--- src/rtl/num_smul_pipe.sv ---
// num_smul_pipe: fully pipelined signed fixed-point multiplier with
// output windowing, round-half-up, saturation and overflow flag.
module num_smul_pipe #(
    parameter int LEFT_WIDTH  = 16,
    parameter int RIGHT_WIDTH = 16,
    parameter int OUT_WIDTH   = 16,
    parameter int OUT_LSB     = 8,
    parameter int LATENCY     = 3,
    parameter int ROUND       = 1,
    parameter int SATURATE    = 1
) (
    input  logic                          clk,
    input  logic                          reset,
    input  logic                          go,
    input  logic signed [LEFT_WIDTH-1:0]  left,
    input  logic signed [RIGHT_WIDTH-1:0] right,
    output logic signed [OUT_WIDTH-1:0]   out,
    output logic                          ovf,
    output logic                          done
);

    localparam int PW = LEFT_WIDTH + RIGHT_WIDTH;
    localparam int HS = (OUT_LSB > 0) ? OUT_LSB - 1 : 0;
    localparam int HW = PW - OUT_WIDTH + 2;

    localparam logic signed [PW:0] HALF =
        (ROUND != 0 && OUT_LSB > 0) ? ({{PW{1'b0}}, 1'b1} << HS) : '0;

    localparam logic [OUT_WIDTH-1:0] MAXV = {1'b0, {(OUT_WIDTH-1){1'b1}}};
    localparam logic [OUT_WIDTH-1:0] MINV = {1'b1, {(OUT_WIDTH-1){1'b0}}};

    generate
        if (LATENCY < 2 || OUT_LSB + OUT_WIDTH > PW + 1) begin : g_bad_cfg
            $error("num_smul_pipe: bad LATENCY or output window");
        end
    endgenerate

    logic signed [LEFT_WIDTH-1:0]  a_q;
    logic signed [RIGHT_WIDTH-1:0] b_q;
    logic                          v1_q;

    logic signed [PW-1:0] a_x;
    logic signed [PW-1:0] b_x;
    logic signed [PW-1:0] prod_c;

    logic signed [PW-1:0] p_fin;
    logic                 v_fin;

    logic signed [PW:0]    p_ext;
    logic signed [PW:0]    r_c;
    logic [HW-1:0]         hi_c;
    logic                  fits_c;
    logic [OUT_WIDTH-1:0]  res_c;

    logic [OUT_WIDTH-1:0]  out_q;
    logic                  ovf_q;
    logic                  done_q;

    // Stage 1 valid bit: cleared by reset, follows go otherwise.
    always_ff @(posedge clk) begin
        if (!reset) begin
            v1_q <= 1'b0;
        end else begin
            v1_q <= go;
        end
    end

    // Stage 1 operands: only captured on go so idle cycles do not toggle.
    always_ff @(posedge clk) begin
        if (go) begin
            a_q <= left;
            b_q <= right;
        end
    end

    // Sign-extend to full product width so the multiply is exact.
    assign a_x    = {{RIGHT_WIDTH{a_q[LEFT_WIDTH-1]}}, a_q};
    assign b_x    = {{LEFT_WIDTH{b_q[RIGHT_WIDTH-1]}}, b_q};
    assign prod_c = a_x * b_x;

    generate
        if (LATENCY == 2) begin : g_l2
            // Product, rounding and clamping all land in the output stage.
            assign p_fin = prod_c;
            assign v_fin = v1_q;
        end else begin : g_pipe
            localparam int D = LATENCY - 2;

            logic signed [PW-1:0] p_q [D];
            logic [D-1:0]         pv_q;

            // Valid bits shift alongside the product; reset drops all.
            always_ff @(posedge clk) begin
                if (!reset) begin
                    pv_q <= '0;
                end else begin
                    pv_q[0] <= v1_q;
                    for (int i = 1; i < D; i++) begin
                        pv_q[i] <= pv_q[i-1];
                    end
                end
            end

            // Product register followed by plain delay stages.
            always_ff @(posedge clk) begin
                if (v1_q) begin
                    p_q[0] <= prod_c;
                end
                for (int i = 1; i < D; i++) begin
                    if (pv_q[i-1]) begin
                        p_q[i] <= p_q[i-1];
                    end
                end
            end

            assign p_fin = p_q[D-1];
            assign v_fin = pv_q[D-1];
        end
    endgenerate

    // One extra bit keeps the rounding add from overflowing.
    assign p_ext = {p_fin[PW-1], p_fin};
    assign r_c   = (p_ext + HALF) >>> OUT_LSB;

    // Result fits when every bit above the output sign bit matches it.
    assign hi_c   = r_c[PW:OUT_WIDTH-1];
    assign fits_c = (hi_c == {HW{1'b0}}) || (hi_c == {HW{1'b1}});

    // Window selection with optional clamp to the signed output range.
    always_comb begin
        res_c = r_c[OUT_WIDTH-1:0];
        if (SATURATE != 0 && !fits_c) begin
            res_c = r_c[PW] ? MINV : MAXV;
        end
    end

    // Output stage: results hold between valid beats, done pulses once.
    always_ff @(posedge clk) begin
        if (!reset) begin
            out_q  <= '0;
            ovf_q  <= 1'b0;
            done_q <= 1'b0;
        end else begin
            done_q <= v_fin;
            if (v_fin) begin
                out_q <= res_c;
                ovf_q <= !fits_c;
            end
        end
    end

    assign out  = out_q;
    assign ovf  = ovf_q;
    assign done = done_q;

endmodule

--- config.mk ---
export PLATFORM = sky130hd
export DESIGN_NAME = num_smul_pipe
export DESIGN_NICKNAME = d
export VERILOG_FILES = /design/src/rtl/num_smul_pipe.sv
export SDC_FILE = /design/constraint.sdc
export NUM_CORES = 1
export LEC_CHECK = 0
export CAP_MARGIN = 20
export CORE_ASPECT_RATIO = 0.75
export CORE_UTILIZATION = 28
export CTS_BUF_LIST = sky130_fd_sc_hd__clkbuf_8
export DETAILED_ROUTE_END_ITERATION = 7
export REMOVE_ABC_BUFFERS = 1
export SYNTH_ARGS = -nofsm -noshare
export SYNTH_HDL_FRONTEND = slang
export SYNTH_SLANG_ARGS = --single-unit
--- constraint.sdc ---
create_clock -name clk -period 16.75 [get_ports clk]
set_input_delay 4.1875 -clock clk [delete_from_list [all_inputs] [get_ports clk]]
set_output_delay 4.1875 -clock clk [all_outputs]
set_load 0.02 [all_outputs]
==> metrics.yaml, run 1 <==
run_status:
  status: "finished clean"
routing:
  routedWlPerCell_um: 15.1
  wirelength_um: 28600
  drtIter0Drc: 442
  vias: 8751
  drc_errors: 0
  avgViaCountPerCell: 4.61
  antenna_left: 0
  dr.pass1.iters: 4
clock_network:
  cts_resized: 0
  path_clk_slew_ns: 0.11
  cts_buffer_depth: 2
  post_cts_buffers: 0
  cts_tree: "yes"
  cts_buffers: 9
  cts_hold_buf: 0
  cts.sinks: 77
  clock_latency_ns: 0.41
  htreeDepth: 3
  clock-root-buffer: "clkbuf_8"
cells_and_area:
  final_cell_area_um2: 14000
  syn_to_final_growth_pct: 10.1
  diodes: 0
  finalNetCount: 1684
  final_cells: 1899
  drive_gt1_share_pct: 1.98
place:
  io_buffers: 52
  place_area_um2: 13800
  dp_hpwl_um: 24100
  dp_cells: 1882
  place_congestion: 0.879
global_route:
  grt_pass1_vias: 9577
  gr-total-overflow: 0
  grt_max_degree: 34
  antenna_found_initial: 0
  grt_util_all_layers_pct: 13.4
  grt_pass1_wl_um: 48900
yosys:
  synth_top_cell_by_area: "fa_1"
  synth_edf_count: 57
  ys_top_cells_by_count: "inv_1 (291), fa_1 (261), nand2_1 (140)"
  ys_ff_latch: 77
  yosysMostFrequentCell: "inv_1"
  synth_cells: 1287
  synth.area.top_cells: "fa_1 (41%), edfxtp_1 (13%), inv_1 (8.6%)"
  async_flop_share_pct: 0
  synthFlopType: "edfxtp_1"
  yosysSeqAreaShare_pct: 16.6
  synth.top_cell.area_share_pct: 41.0
  synth_cell_types: 61
  syn_avg_cell_area_um2: 9.90
  synth_warnings: 0
  synth_area_um2: 12700
sta:
  tns_ns: 0
  setup_violations: 0
  fmax_mhz: 146
  finalCriticalPeriod_ns: 6.87
  rsz0062_at_grt: "false"
  finalClockSkew_ns: 0.0162
  timing.slew.headroom_pct: 31.3
  worst_pin_slew_ns: 1.03
  period_share_pct: 41.0
  slew_violations: 0
  hold_viol: 0
critical_path:
  crit_fanout: 16
  cp_data_arrival_time_ns: 7.03
  worstSetupEndpointType: "flop"
  critPathRequiredTime_ns: 16.91
  crit_type: "flop to flop"
  start_kind: "flop"
die:
  die_h_um: 187
  pin_count: 53
  rows: 67
  coreArea_um2: 44800
  die_w_um: 248
  die-area_um2: 46400
  initial_core_util_pct: 28.5
hold_path:
  hp-class: "flop to flop"
job:
  maxCapViolations: 0
## flip-flops by register name, indices dropped and copies added (netlist names)
signal / cells
g_pipe.pv_q: 1
done: 1
ovf: 1
out: 16
g_pipe.p_q: 25
v1_q: 1
a_q: 16
b_q: 16
## layout make-up
| type | instances | area, µm² |
|---|---|---|
| inverters | 292 | 1100 |
| fillers | 4678 | 30700 |
| clock buffers | 9 | 124 |
| well taps | 586 | 733 |
| multi-input cells | 875 | 9360 |
| repair buffers | 53 | 543 |
| clock inverters | 7 | 57.6 |
| flip-flops and latches | 77 | 2110 |
## cells by family after synthesis
kind of cell	share of synthesized area [%]
flip-flops	16.6
AO/OA/AOI/OAI	6.35
buffers and inverters	9.97
AND/OR/NAND/NOR	15.5
adder cells (fa/ha/maj)	48.9
XOR/XNOR	2.75
## metal layers
| metal | vias up | track usage, % | routed length, µm |
|---|---|---|---|
| li1 | 4029 | - | - |
| met5 | - | 0 | 0 |
| met2 | 155 | 22.7 | 14100 |
| met4 | 0 | 4.22 | 733 |
| met3 | 39 | 2.01 | 937 |
| met1 | 4528 | 17.6 | 12800 |
## critical path, stage by stage, from the launching register on
cell and delay (ns):
edfxtp_1 0.62, nand2_1 0.22, inv_1 0.11, fa_1 0.64
fa_1 0.92, fa_1 0.53, fa_1 0.50, fa_1 0.49
inv_1 0.05, fa_1 0.47, inv_1 0.04, ha_1 0.35
nand4_1 0.14, or2_2 0.34, a211oi_1 0.16, o21ai_0 0.26
a211oi_1 0.49, o211a_1 0.22, nor3_1 0.05
## path summary, 6_finish.rpt
| kind | from | endpoint | slack [ns] | depth (start not counted) |
|---|---|---|---|---|
| max | b_q[1] | g_pipe.p_q[0][31] | 9.88 | 18 |
| min | ovf | ovf | 0.46 | 2 |
| max reg2reg | b_q[1] | g_pipe.p_q[0][31] | 9.88 | 18 |
| min reg2reg | ovf | ovf | 0.46 | 2 |
## stage by stage
step | setup slack (ns) | hold WS (ns) | utilization (%)
finish | 9.88 | 0.463 | 31.3
floorplan | 10.67 | 0.535 | -
global placement | 10.01 | 0.453 | 30.9
detailed placement | 9.94 | 0.458 | 30.9
CTS | 9.88 | 0.471 | 31.3
global route | 9.42 | 0.488 | 31.3
## layout by cell type, fill, tap and decap left out, drive strengths merged, types with 8 or more instances in the layout
cell type	n
inv	295
fa	261
nand2	140
and2	126
ha	80
edfxtp	57
clkdlybuf4s50	51
nor2	33
xnor2	26
a21oi	25
dfxtp	20
nand4	17
a31oi	16
nand3	16
xor2	14
o21ai	14
o221a	12
nor3	10
clkbuf	9
nand2b	8
Power of run 1 is left out: the tool's default activity adds up to more than one toggle a clock period on the data nets, which glitch-free logic cannot reach.
==> run 2: changes to the inputs <==
clock period = 6.2 ns   (was 16.75 ns; I/O delays follow)
==> run 2 against run 1 <==
Effect of this change:
- global-route usage rose by 0.80 points
- via count rose by 3.9%
- sequential cell count did not move
- first-iteration DRC count rose by 17%
- hold slack improved by 0.0077 ns
- critical endpoint is now g_pipe.p_q[0][29]
- largest cell class unchanged
- highest routed layer unchanged
==> metrics.yaml, run 2 (synthesized netlist as in run 1, its figures left out) <==
run_status:
  status: "finished clean"  # unchanged
sta:
  worst_pin_slew_ns: 0.908  # was 1.03 ns
  setup_violations: 0  # unchanged
  finalCriticalPeriod_ns: 6.02  # was 6.87 ns
  fmax_mhz: 166  # was 146 MHz
  timing.slew.headroom_pct: 39.5  # was 31.3%
  finalClockSkew_ns: 0.0176  # was 0.0162 ns
  slew_violations: 0  # unchanged
  period_share_pct: 97.1  # was 41.0%
  hold_viol: 0  # unchanged
  worst_hold_slack_ns: 0.471  # was 0.463 ns
  rsz0062_at_grt: "true"  # was false
  tns_ns: 0  # unchanged
global_route:
  grt_util_all_layers_pct: 14.2  # was 13.4%
  grt_max_degree: 34  # unchanged
  antenna_found_initial: 1  # was 0
  grt_pass1_vias: 10081  # was 9577
  grt_pass1_wl_um: 52000  # was 48900 µm
  gr-total-overflow: 0  # unchanged
critical_path:
  start_kind: "flop"  # unchanged
  reg2reg_slack_ns: 0.18  # was 9.88 ns
  worstSetupStartpoint: "a_q[14]"  # was b_q[1]
  worstSetupEndpointType: "flop"  # unchanged
  cp_data_arrival_time_ns: 6.22  # was 7.03 ns
  critPathRequiredTime_ns: 6.40  # was 16.91 ns
  crit_fanout: 7  # was 16
  cp_cell_sequence: "and2_4 -> fa_1 -> inv_1 -> fa_1 -> fa_1 -> inv_1 -> fa_1 -> fa_1 -> inv_1 -> fa_1 -> inv_1 -> ha_1 -> nand3_1 -> a31oi_2 -> nor4_1 -> buf_4 -> and3b_1 -> a211oi_4 -> o21ai_0 -> a211oi_1"  # was nand2_1 -> inv_1 -> fa_1 -> fa_1 -> fa_1 -> fa_1 -> fa_1 -> inv_1 -> fa_1 -> inv_1 -> ha_1 -> nand4_1 -> or2_2 -> a211oi_1 -> o21ai_0 -> a211oi_1 -> o211a_1 -> nor3_1
  rr_worst_depth: 20  # was 18
  slowest_stage: "fa_1"  # unchanged
  critPathMaxStageDelay_ns: 0.58  # was 0.92 ns
  crit_type: "flop to flop"  # unchanged
  endpoint: "g_pipe.p_q[0][29]"  # was g_pipe.p_q[0][31]
  reg2reg_to: "g_pipe.p_q[0][29]"  # was g_pipe.p_q[0][31]
  crit_top_cell: "fa_1"  # unchanged
  reg2reg_from: "a_q[14]"  # was b_q[1]
clock_network:
  clock-root-buffer: "clkbuf_8"  # unchanged
  path_clk_slew_ns: 0.09  # was 0.11 ns
  cts_buffer_depth: 2  # unchanged
  cts_buffers: 9  # unchanged
  htreeDepth: 3  # unchanged
  cts_tree: "yes"  # unchanged
  cts.sinks: 77  # unchanged
  clock_latency_ns: 0.39  # was 0.41 ns
routing:
  dr.pass1.iters: 5  # was 4
  wl_met1_um: 14500  # was 12800 µm
  dr_wl_met2_um: 13900  # was 14100 µm
  antenna_left: 0  # unchanged
  drc_errors: 0  # unchanged
  drtIter0Drc: 519  # was 442
  avgViaCountPerCell: 4.57  # was 4.61
  wirelength_um: 30900  # was 28600 µm
  vias: 9090  # was 8751
  highest_layer: "met4"  # unchanged
  met3_wirelength_um: 2070  # was 937 µm
  routedWlPerCell_um: 15.5  # was 15.1 µm
place:
  place_congestion: 0.881  # was 0.879
  dp_hpwl_um: 26300  # was 24100 µm
  io_buffers: 52  # unchanged
hold_path:
  hp-class: "flop to flop"  # unchanged
  worstHoldStart: "ovf"  # unchanged
cells_and_area:
  drive_gt1_share_pct: 9.25  # was 1.98%
  syn_to_final_growth_pct: 16.5  # was 10.1%
  largest-register: "g_pipe.p_q"  # unchanged
  finalNetCount: 1776  # was 1684
  diodes: 0  # unchanged
  largest_reg_flops: 25  # unchanged
  final_cell_mix: "inv_1 (292), fa_1 (260), nand2_1 (140)"  # was inv_1 (291), fa_1 (261), nand2_1 (140)
  layout_commonest_cell: "inv_1"  # unchanged
die:
  initial_core_util_pct: 28.5  # unchanged
  coreArea_um2: 44800  # unchanged
  rows: 67  # unchanged
  pin_count: 53  # unchanged
  die_h_um: 187  # unchanged
  die-area_um2: 46400  # unchanged
  die_w_um: 248  # unchanged
job:
  maxCapViolations: 0  # unchanged
[run 2: timing repair]
action | in CTS | in global routing
buffers inserted | 10 | 19
pin swaps | 0 | 4
hold buffers | 0 | 0
cloned | 0 | 0
endpoints found under the setup margin | 5 | 16
resized for setup | 2 | 19
[run 2: how the worst min path moves through the flow]
stage | end | slack (ns) | cells after the start
CTS | ovf | 0.48 | 2
global route | ovf | 0.50 | 2
global placement | ovf | 0.46 | 2
finish | ovf | 0.47 | 2
floorplan | ovf | 0.53 | 2
detailed placement | ovf | 0.47 | 2
[run 2: area by class of cell]
class                      instances  area (µm²)
clock inverter                     7        75.1
fill                            4596       29900
multi-input combinational        875        9450
clock buffer                       9         124
timing repair buffer             145        1260
inverter                         292        1100
tap                              586         733
sequential                        77        2110
[run 2: metrics by stage]
| step | setup slack, ns | utilization [%] | instance area, µm² | cells |
|---|---|---|---|---|
| 3_5_place_dp | -0.0695 | 32.0 | 14300 | 1945 |
| 5_1_grt | -0.142 | 33.2 | 14800 | 1991 |
| 2_1_floorplan | 0.117 | - | 12600 | 1244 |
| 3_3_place_gp | -0.0767 | 32.0 | 14300 | 1945 |
| 4_1_cts | 0.0173 | 32.6 | 14600 | 1971 |
| 6_report | 0.179 | 33.2 | 14800 | 1991 |
[run 2: per-layer routing]
layer / up-vias / GRT usage [%]
met5: - / 0
met1: 4604 / 20.3
met3: 35 / 2.95
met2: 240 / 22.3
li1: 4211 / -
met4: 0 / 2.84
[run 2: worst max-delay path, delay by kind of cell, from the launching register on]
kind                       cells  cell delay (ns)
adders and majority gates      7             3.35
AOI/OAI and AO/OA              4             0.94
and+or+nand+nor                4             0.66
DFF                            1             0.53
buffers and inverters          5             0.35
Power of run 2 is left out for the same reason.
